$ cat config.mk
export PLATFORM = sky130hd
export DESIGN_NAME = demux12_ctrl
export DESIGN_NICKNAME = d
export VERILOG_FILES = /design/src/rtl/demux12_ctrl.sv
export SDC_FILE = /design/constraint.sdc
export NUM_CORES = 1
export LEC_CHECK = 0
export CORE_MARGIN = 3
export CORE_UTILIZATION = 53
export CTS_CLUSTER_SIZE = 24
export DETAILED_ROUTE_END_ITERATION = 12
export GPL_ROUTABILITY_DRIVEN = 0
export PLACE_DENSITY = 0.82
export SLEW_MARGIN = 20
export SYNTH_ARGS = -nofsm -noshare
export SYNTH_HDL_FRONTEND = slang
export SYNTH_SLANG_ARGS = --single-unit
export TNS_END_PERCENT = 1
$ cat constraint.sdc
create_clock -name clk -period 3.6 [get_ports clk]
set_input_delay 1.08 -clock clk [delete_from_list [all_inputs] [get_ports clk]]
set_output_delay 1.08 -clock clk [all_outputs]
set_load 0.02 [all_outputs]
$ cat src/rtl/demux12_ctrl.sv
// demux12_ctrl: pops words from a single upstream FIFO, holds each word until
// its destination FIFO has room, then presents it to the 1:2 demux with a
// one-cycle valid pulse. Keeps saturating forwarded-word counters per output.
module demux12_ctrl #(
    parameter int unsigned DATA_WIDTH = 10,
    parameter int unsigned DEST_BIT   = 8,
    parameter int unsigned CNT_WIDTH  = 8
) (
    input  logic                  clk,
    input  logic                  reset,
    input  logic                  enable,
    input  logic                  fifo_empty,
    input  logic [DATA_WIDTH-1:0] fifo_data,
    output logic                  fifo_pop,
    input  logic                  almost_full_0,
    input  logic                  almost_full_1,
    output logic [DATA_WIDTH-1:0] demux_in,
    output logic                  demux_valid,
    output logic                  demux_select,
    output logic                  stall,
    output logic                  busy,
    output logic [CNT_WIDTH-1:0]  count_0,
    output logic [CNT_WIDTH-1:0]  count_1
);

    typedef enum logic [1:0] {
        IDLE  = 2'd0,
        POP   = 2'd1,
        LATCH = 2'd2,
        ROUTE = 2'd3
    } state_t;

    state_t                state;
    logic [DATA_WIDTH-1:0] hold;
    logic                  route_dest;
    logic                  route_blocked;
    logic                  can_pop;

    // Destination decode of the held word and the pop qualifier
    always_comb begin
        route_dest    = hold[DEST_BIT];
        route_blocked = route_dest ? almost_full_1 : almost_full_0;
        can_pop       = enable && !fifo_empty;
    end

    // Sequencer: IDLE -> POP -> LATCH -> ROUTE, with back-to-back re-entry to POP
    always_ff @(posedge clk or posedge reset) begin
        if (reset) begin
            state        <= IDLE;
            hold         <= '0;
            fifo_pop     <= 1'b0;
            demux_in     <= '0;
            demux_valid  <= 1'b0;
            demux_select <= 1'b0;
            stall        <= 1'b0;
            busy         <= 1'b0;
            count_0      <= '0;
            count_1      <= '0;
        end else begin
            demux_valid <= 1'b0;
            case (state)
                IDLE: begin
                    if (can_pop) begin
                        fifo_pop <= 1'b1;
                        busy     <= 1'b1;
                        state    <= POP;
                    end
                end
                POP: begin
                    fifo_pop <= 1'b0;
                    state    <= LATCH;
                end
                LATCH: begin
                    hold  <= fifo_data;
                    state <= ROUTE;
                end
                ROUTE: begin
                    if (route_blocked) begin
                        stall <= 1'b1;
                    end else begin
                        demux_in     <= hold;
                        demux_select <= route_dest;
                        demux_valid  <= 1'b1;
                        stall        <= 1'b0;
                        if (route_dest) begin
                            if (!(&count_1)) count_1 <= count_1 + CNT_WIDTH'(1);
                        end else begin
                            if (!(&count_0)) count_0 <= count_0 + CNT_WIDTH'(1);
                        end
                        if (can_pop) begin
                            fifo_pop <= 1'b1;
                            state    <= POP;
                        end else begin
                            busy  <= 1'b0;
                            state <= IDLE;
                        end
                    end
                end
                default: begin
                    fifo_pop <= 1'b0;
                    busy     <= 1'b0;
                    state    <= IDLE;
                end
            endcase
        end
    end

endmodule

==> flow_summary.yaml <==
clock_network:
  cts_resized: 0
  htree_levels: 2
  cts_root_buffer: "clkbuf_8"
  post_cts_buffers: 0
  clock_path_buffers: 2
  cts.reportedPaths.clkPinSlew_ns: 0.08
  ctsHoldBuffers: 0
  cts_num_sinks: 42
  cts_tree: "built"
  cts_buffers: 5
  worstSkewPairLatency_ns: 0.29
cells_and_area:
  nFillCells: 228
  layout.nets: 225
  seqCellArea_um2: 1050
  final_area_um2: 2530
  final_common_cell: "clkdlybuf4s50_1"
  syn_to_final_growth_pct: 29.9
  layout.cells.most_common_list: "46 x clkdlybuf4s50_1, 42 x dfrtp_1, 16 x nand2_1"
  multi_input_area_um2: 850
  drive_gt1_frac: 0.190
  antenna_cells: 0
worst_setup_path:
  worstPathRequired_ns: 3.82
  cp-end-kind: "flip-flop"
  r2r_cells: 4
  timing.rr.start: "state[1]"
  path_max_fanout: 12
  critPathArrivalTime_ns: 2.72
  r2r_setup_slack_ns: 1.70
  path_class: "input pin to flip-flop"
  start_kind: "input pin"
  timing.rr.end: "busy"
global_routing:
  globalRouteOverflowTotal: 0
  grt_use_total: 0.186
  grt_pass1_wl_um: 6090
  grt_pass1_vias: 1299
  grt_start_max_net_pins: 43
  antenna_found_initial: 0
drt:
  num_vias: 1278
  via_per_inst: 5.20
  drc: 0
  avgRoutedWirePerCell_um: 14.4
  first_pass_iters: 4
  drtIter0Drc: 94
  routed_wirelength_um: 3550
  ant_nets: 0
status:
  status: "finished clean"
power:
  ir_worst_vdd_mv: 0.386
  power_density_nw_per_um2: 799
  p_leak_uw: 0.00116
floorplan:
  std_cell_rows: 21
  die_x_um: 66.6
  start_util: 0.565
  pin_count: 47
  core_um2: 3440
  dieArea_um2: 4430
  die_h_um: 66.6
logic_synthesis:
  synth_top_family_by_area: "multiplexers"
  synth-xor-area-share: 0.0585
  synth_fa_ha_area_frac: 0.0579
  netlist_instances: 149
  ys_types: 35
  synth_seq_area_share: 0.540
  avgSynthCellArea_um2: 13.1
  synth_area_um2: 1950
  synth_simple_gate_area_frac: 0.106
  ys_ff_latch: 42
  yosysWarnings: 0
  synth_nets: 174
  synth_compound_area_frac: 0.0727
  muxShareOfSynthArea: 0.141
sta:
  worst_clock_skew_ns: 0.00633
  relSlewSlack: 0.583
  rsz0062_at_grt: "no"
  fin_crit_sh: 0.694
  worst_slew_pin_slew_ns: 0.624
  setup_viol: 0
  finalSetupTns_ns: 0
  period_needed_ns: 2.50
  drv_slew: 0
  finalHoldViolCount: 0
  max_freq_ghz: 0.400
  setup_ws_ns: 1.10
hold_path:
  hold_class: "flip-flop to flip-flop"
  worstHoldStart: "count_1[6]"
  hold_end: "count_1[6]"
  whs_path_depth: 1
flow_run:
  maxCapViolations: 0
place:
  placedInstanceArea_um2: 2450
  post-place-ws_ns: 0.761
  dp_hpwl_um: 2620
  port_buffers: 46
[critical path, cell delays in order]
cell,delay (ns)
clkdlybuf4s50_1,0.48
mux2i_1,0.19
nand2_1,0.40
o31ai_2,0.37
mux2i_1,0.20
[through the flow]
step | hold WS, ns | power [uW] | util | instances
floorplan | 0.477 | 1400 | - | 149
global placement | 0.477 | 1710 | 0.711 | 239
detailed placement | 0.485 | 1750 | 0.711 | 239
CTS | 0.496 | 2040 | 0.734 | 246
global route | 0.510 | 2150 | 0.734 | 246
finish | 0.490 | 2020 | 0.734 | 246
[area by class of cell]
| class | instances | share of cell area |
|---|---|---|
| Multi-Input combinational cell | 98 | 0.336 |
| Tap cell | 46 | 0.0228 |
| Inverter | 6 | 0.00891 |
| Clock buffer | 5 | 0.0272 |
| Clock inverter | 2 | 0.00396 |
| Sequential cell | 42 | 0.416 |
| Timing Repair Buffer | 47 | 0.185 |
[routing by layer]
metal | global-route usage | vias to the layer above | share of wire
li1 | - | 611 | -
met1 | 0.247 | 617 | 0.46
met2 | 0.281 | 41 | 0.46
met3 | 0.0556 | 9 | 0.061
met4 | 0.0812 | 0 | 0.019
met5 | 0 | - | 0
[kinds of logic (layout without fill, tap and decap cells)]
| logic type | after synthesis | in the layout |
|---|---|---|
| AND/OR/NAND/NOR | 38 | 38 |
| AO/OA/AOI/OAI | 16 | 16 |
| multiplexers | 22 | 22 |
| XOR/XNOR | 13 | 13 |
| flip-flops | 42 | 42 |
| buffers and inverters | 9 | 60 |
| adder cells (fa/ha/maj) | 9 | 9 |
[worst max path at each step]
stage                        from   end  slack [ns]  cells after the start
floorplan                   reset  busy        1.55                      1
global placement    almost_full_0  busy        0.80                      5
detailed placement  almost_full_0  busy        0.76                      5
CTS                 almost_full_0  busy        1.10                      5
global route        almost_full_0  busy        0.99                      5
finish              almost_full_0  busy        1.10                      5
[Yosys cell counts, drive strengths merged]
cell type / instances / area share
nand3b: 1 / 0.0039
dfrtp: 42 / 0.54
mux2i: 2 / 0.010
ha: 9 / 0.058
a21o: 1 / 0.0045
nand4: 3 / 0.0096
buf: 2 / 0.0096
mux2: 20 / 0.13
clkbuf: 1 / 0.0019
o211a: 1 / 0.0051
nor3: 4 / 0.018
inv: 6 / 0.012
nand2: 16 / 0.031
a22oi: 1 / 0.0039
and3b: 1 / 0.0064
xor2: 7 / 0.032
a211oi: 1 / 0.0039
o211ai: 1 / 0.011
o31ai: 1 / 0.0064
o21ai: 4 / 0.016
nor2b: 1 / 0.0032
nand3: 5 / 0.013
a2bb2oi: 1 / 0.0077
xnor2: 6 / 0.027
a21oi: 4 / 0.010
o21a: 1 / 0.0039
nor2: 4 / 0.012
or3: 2 / 0.0064
nor4: 1 / 0.0032
[power breakdown]
part           switching (uW)  internal, uW
sequential                154           660
clock                     153           130
combinational             424           499
[registers in the layout, indices dropped and copies added (netlist names)]
register	flops
demux_in	10
hold	10
count_0	8
count_1	8
state	2
busy	1
demux_valid	1
fifo_pop	1
stall	1
No activity file was read; power rests on OpenSTA's default activity.
==> edit: new RTL, same settings <==
Make the reset (`reset`) synchronous in one clocked block.
--- a/src/rtl/demux12_ctrl.sv
+++ b/src/rtl/demux12_ctrl.sv
@@ -46,3 +46,3 @@
     // Sequencer: IDLE -> POP -> LATCH -> ROUTE, with back-to-back re-entry to POP
-    always_ff @(posedge clk or posedge reset) begin
+    always_ff @(posedge clk) begin
         if (reset) begin
Formal check against the unedited RTL: differs if reset is asserted again (counterexample within 4 cycles, from zero or initial values and one cycle with reset high); with reset held inactive, the same outputs for 10 cycles.
==> edit against the original RTL <==
- cell count increased by 22%
- critical path depth decreased by 4
- design area decreased by 2.9%
- setup slack got worse by 0.089 ns
- area after synthesis decreased by 3.2%
- routed wire length increased by 12%
- sequential cell count unchanged
- critical path type is now reg -> out
- critical endpoint is now count_0[6]
- largest cell class is now multi-input combinational cells
- highest routed layer unchanged
Power is not compared: it rests on default switching activity, and its combinational part moved more than twofold at a synthesized area within 25%.
==> edit: results (changes against the original RTL) <==
place:
  place_inst: 292  # +22%
  dp_hpwl_um: 2688  # +2.6%
timing:
  worst-slew-pin-transition_ns: 0.6764  # +0.05232 ns
  fin_skew_ns: 0.007499  # +0.001174 ns
synthesis:
  seq_area_frac_synth: 0.4462  # -0.09398
  ys_warn_count: 0  # unchanged
  syn_nets: 232  # +33%
  synthArstFlopShare: 0  # -1.000
  ys_types: 35  # unchanged
  netlist_top_cells_area: "dfxtp_1 (45%), mux2i_1 (7.4%), ha_1 (6.0%)"
  syn_inst: 207  # +39%
  synth_ff_type: "dfxtp_1"
  synth_top_cells_by_count: "dfxtp_1 (42), nor2_1 (26), nand2_1 (24)"
setup_path:
  cp_slowest_cell: "clkdlybuf4s50_1"
  crit_family: "buffers and inverters"
  crit_arrival_ns: 1.51  # -1.21 ns
  critPathMaxStageDelay_ns: 0.66  # +0.18 ns
  path_max_fanout: 8  # -4
drt:
  drt_first_iter_violations: 127  # +35%
  wl_per_cell_um: 13.19  # -8.5%
  drt-total-wl_um: 3957  # +12%
  route.vias.total: 1632  # +28%
hold_path:
  hold_path.class: "reg -> reg"
clocking:
  root_buffer: "clkbuf_4"
  cts_resized: 0  # unchanged
  post-cts-setup-buffers: 0  # unchanged
  insertion_delay_ns: 0.36  # +0.07 ns
  clkSlewWorstSetupHoldPaths_ns: 0.12  # +0.04 ns
  ctsHtreeMaxLevel: 2  # unchanged
global_route:
  grt_pass1_wl_um: 6775  # +11%
  grt_usage: 0.2055  # +0.01946
  grt_util_met2: 0.3029  # +0.02194
  met3_usage: 0.05128  # -0.004367
  grt_max_degree: 19  # -56%
  antenna_found_initial: 0  # unchanged
  use_met1: 0.2775  # +0.03051
  grt_pass1_vias: 1498  # +15%
cells_and_area:
  syn_to_final_growth_pct: 30.28
  num_antenna_cells: 0  # unchanged
  fill_cells: 262  # +15%
  nets: 278  # +24%
  drive_above_1_share: 0.05906  # -0.1309
pwr:
  ir_drop_v: 0.0003207
run_status:
  status: "completed"
==> edit: cell type report <==
| cell class | count | share of cell area |
|---|---|---|
| multi-input combinational | 153 | 0.4037 |
| sequential | 42 | 0.3425 |
| timing repair buffer | 48 | 0.1937 |
| tap | 46 | 0.02345 |
| clock buffer | 6 | 0.01682 |
| clock inverter | 2 | 0.01529 |
| inverter | 3 | 0.004587 |
==> edit: kinds of logic (layout without fill, tap and decap cells) <==
kind of cell / count (synthesis) / in the layout / synth area share
AO/OA/AOI/OAI: 37 / 37 / 0.1301
XOR/XNOR: 6 / 6 / 0.02789
multiplexers: 16 / 16 / 0.08831
buffers and inverters: 12 / 59 / 0.02789
flip-flops: 42 / 42 / 0.4462
adder cells (fa/ha/maj): 9 / 9 / 0.05976
AND/OR/NAND/NOR: 85 / 85 / 0.2198
==> edit: per-layer routing <==
metal  part of all wire  wire length, µm
met3              0.056              221
met4              0.013               53
met5                  0                0
met1               0.48             1910
met2               0.45             1772
==> edit: stage by stage <==
stage	area [µm²]	setup slack (ns)	power [mW]	util
CTS	2455	1.002	1.104	0.7243
detailed placement	2376	0.6801	0.8068	0.7010
global placement	2376	0.7693	0.7971	0.7010
global route	2455	0.9479	1.155	0.7243
finish	2455	1.014	1.097	0.7243
floorplan	1884	1.558	0.7286	-
==> edit: path summary, 6_finish.rpt <==
check | from | end | slack (ns) | cells after the start
setup reg to reg | hold[8]$_SDFFE_PP0N_ | busy$_SDFFE_PP0P_ | 1.68 | 4
hold / removal | demux_in[3]$_SDFFE_PP0P_ | demux_in[3]$_SDFFE_PP0P_ | 0.46 | 2
setup / recovery | count_0[6]$_SDFFE_PP0P_ | count_0[6] | 1.01 | 1
hold reg to reg | demux_in[3]$_SDFFE_PP0P_ | demux_in[3]$_SDFFE_PP0P_ | 0.46 | 2
==> edit: where the power goes <==
part / internal, mW / switching, mW
combinational: 0.126 / 0.131
clock: 0.146 / 0.155
sequential: 0.505 / 0.0348
total: 0.777 / 0.321
==> edit: worst reg2reg max path, cell delays in order (launching register included) <==
cell,delay (ns)
dfxtp_1,0.50
mux2i_1,0.32
nand2_1,0.29
o31ai_1,0.34
mux2_2,0.36
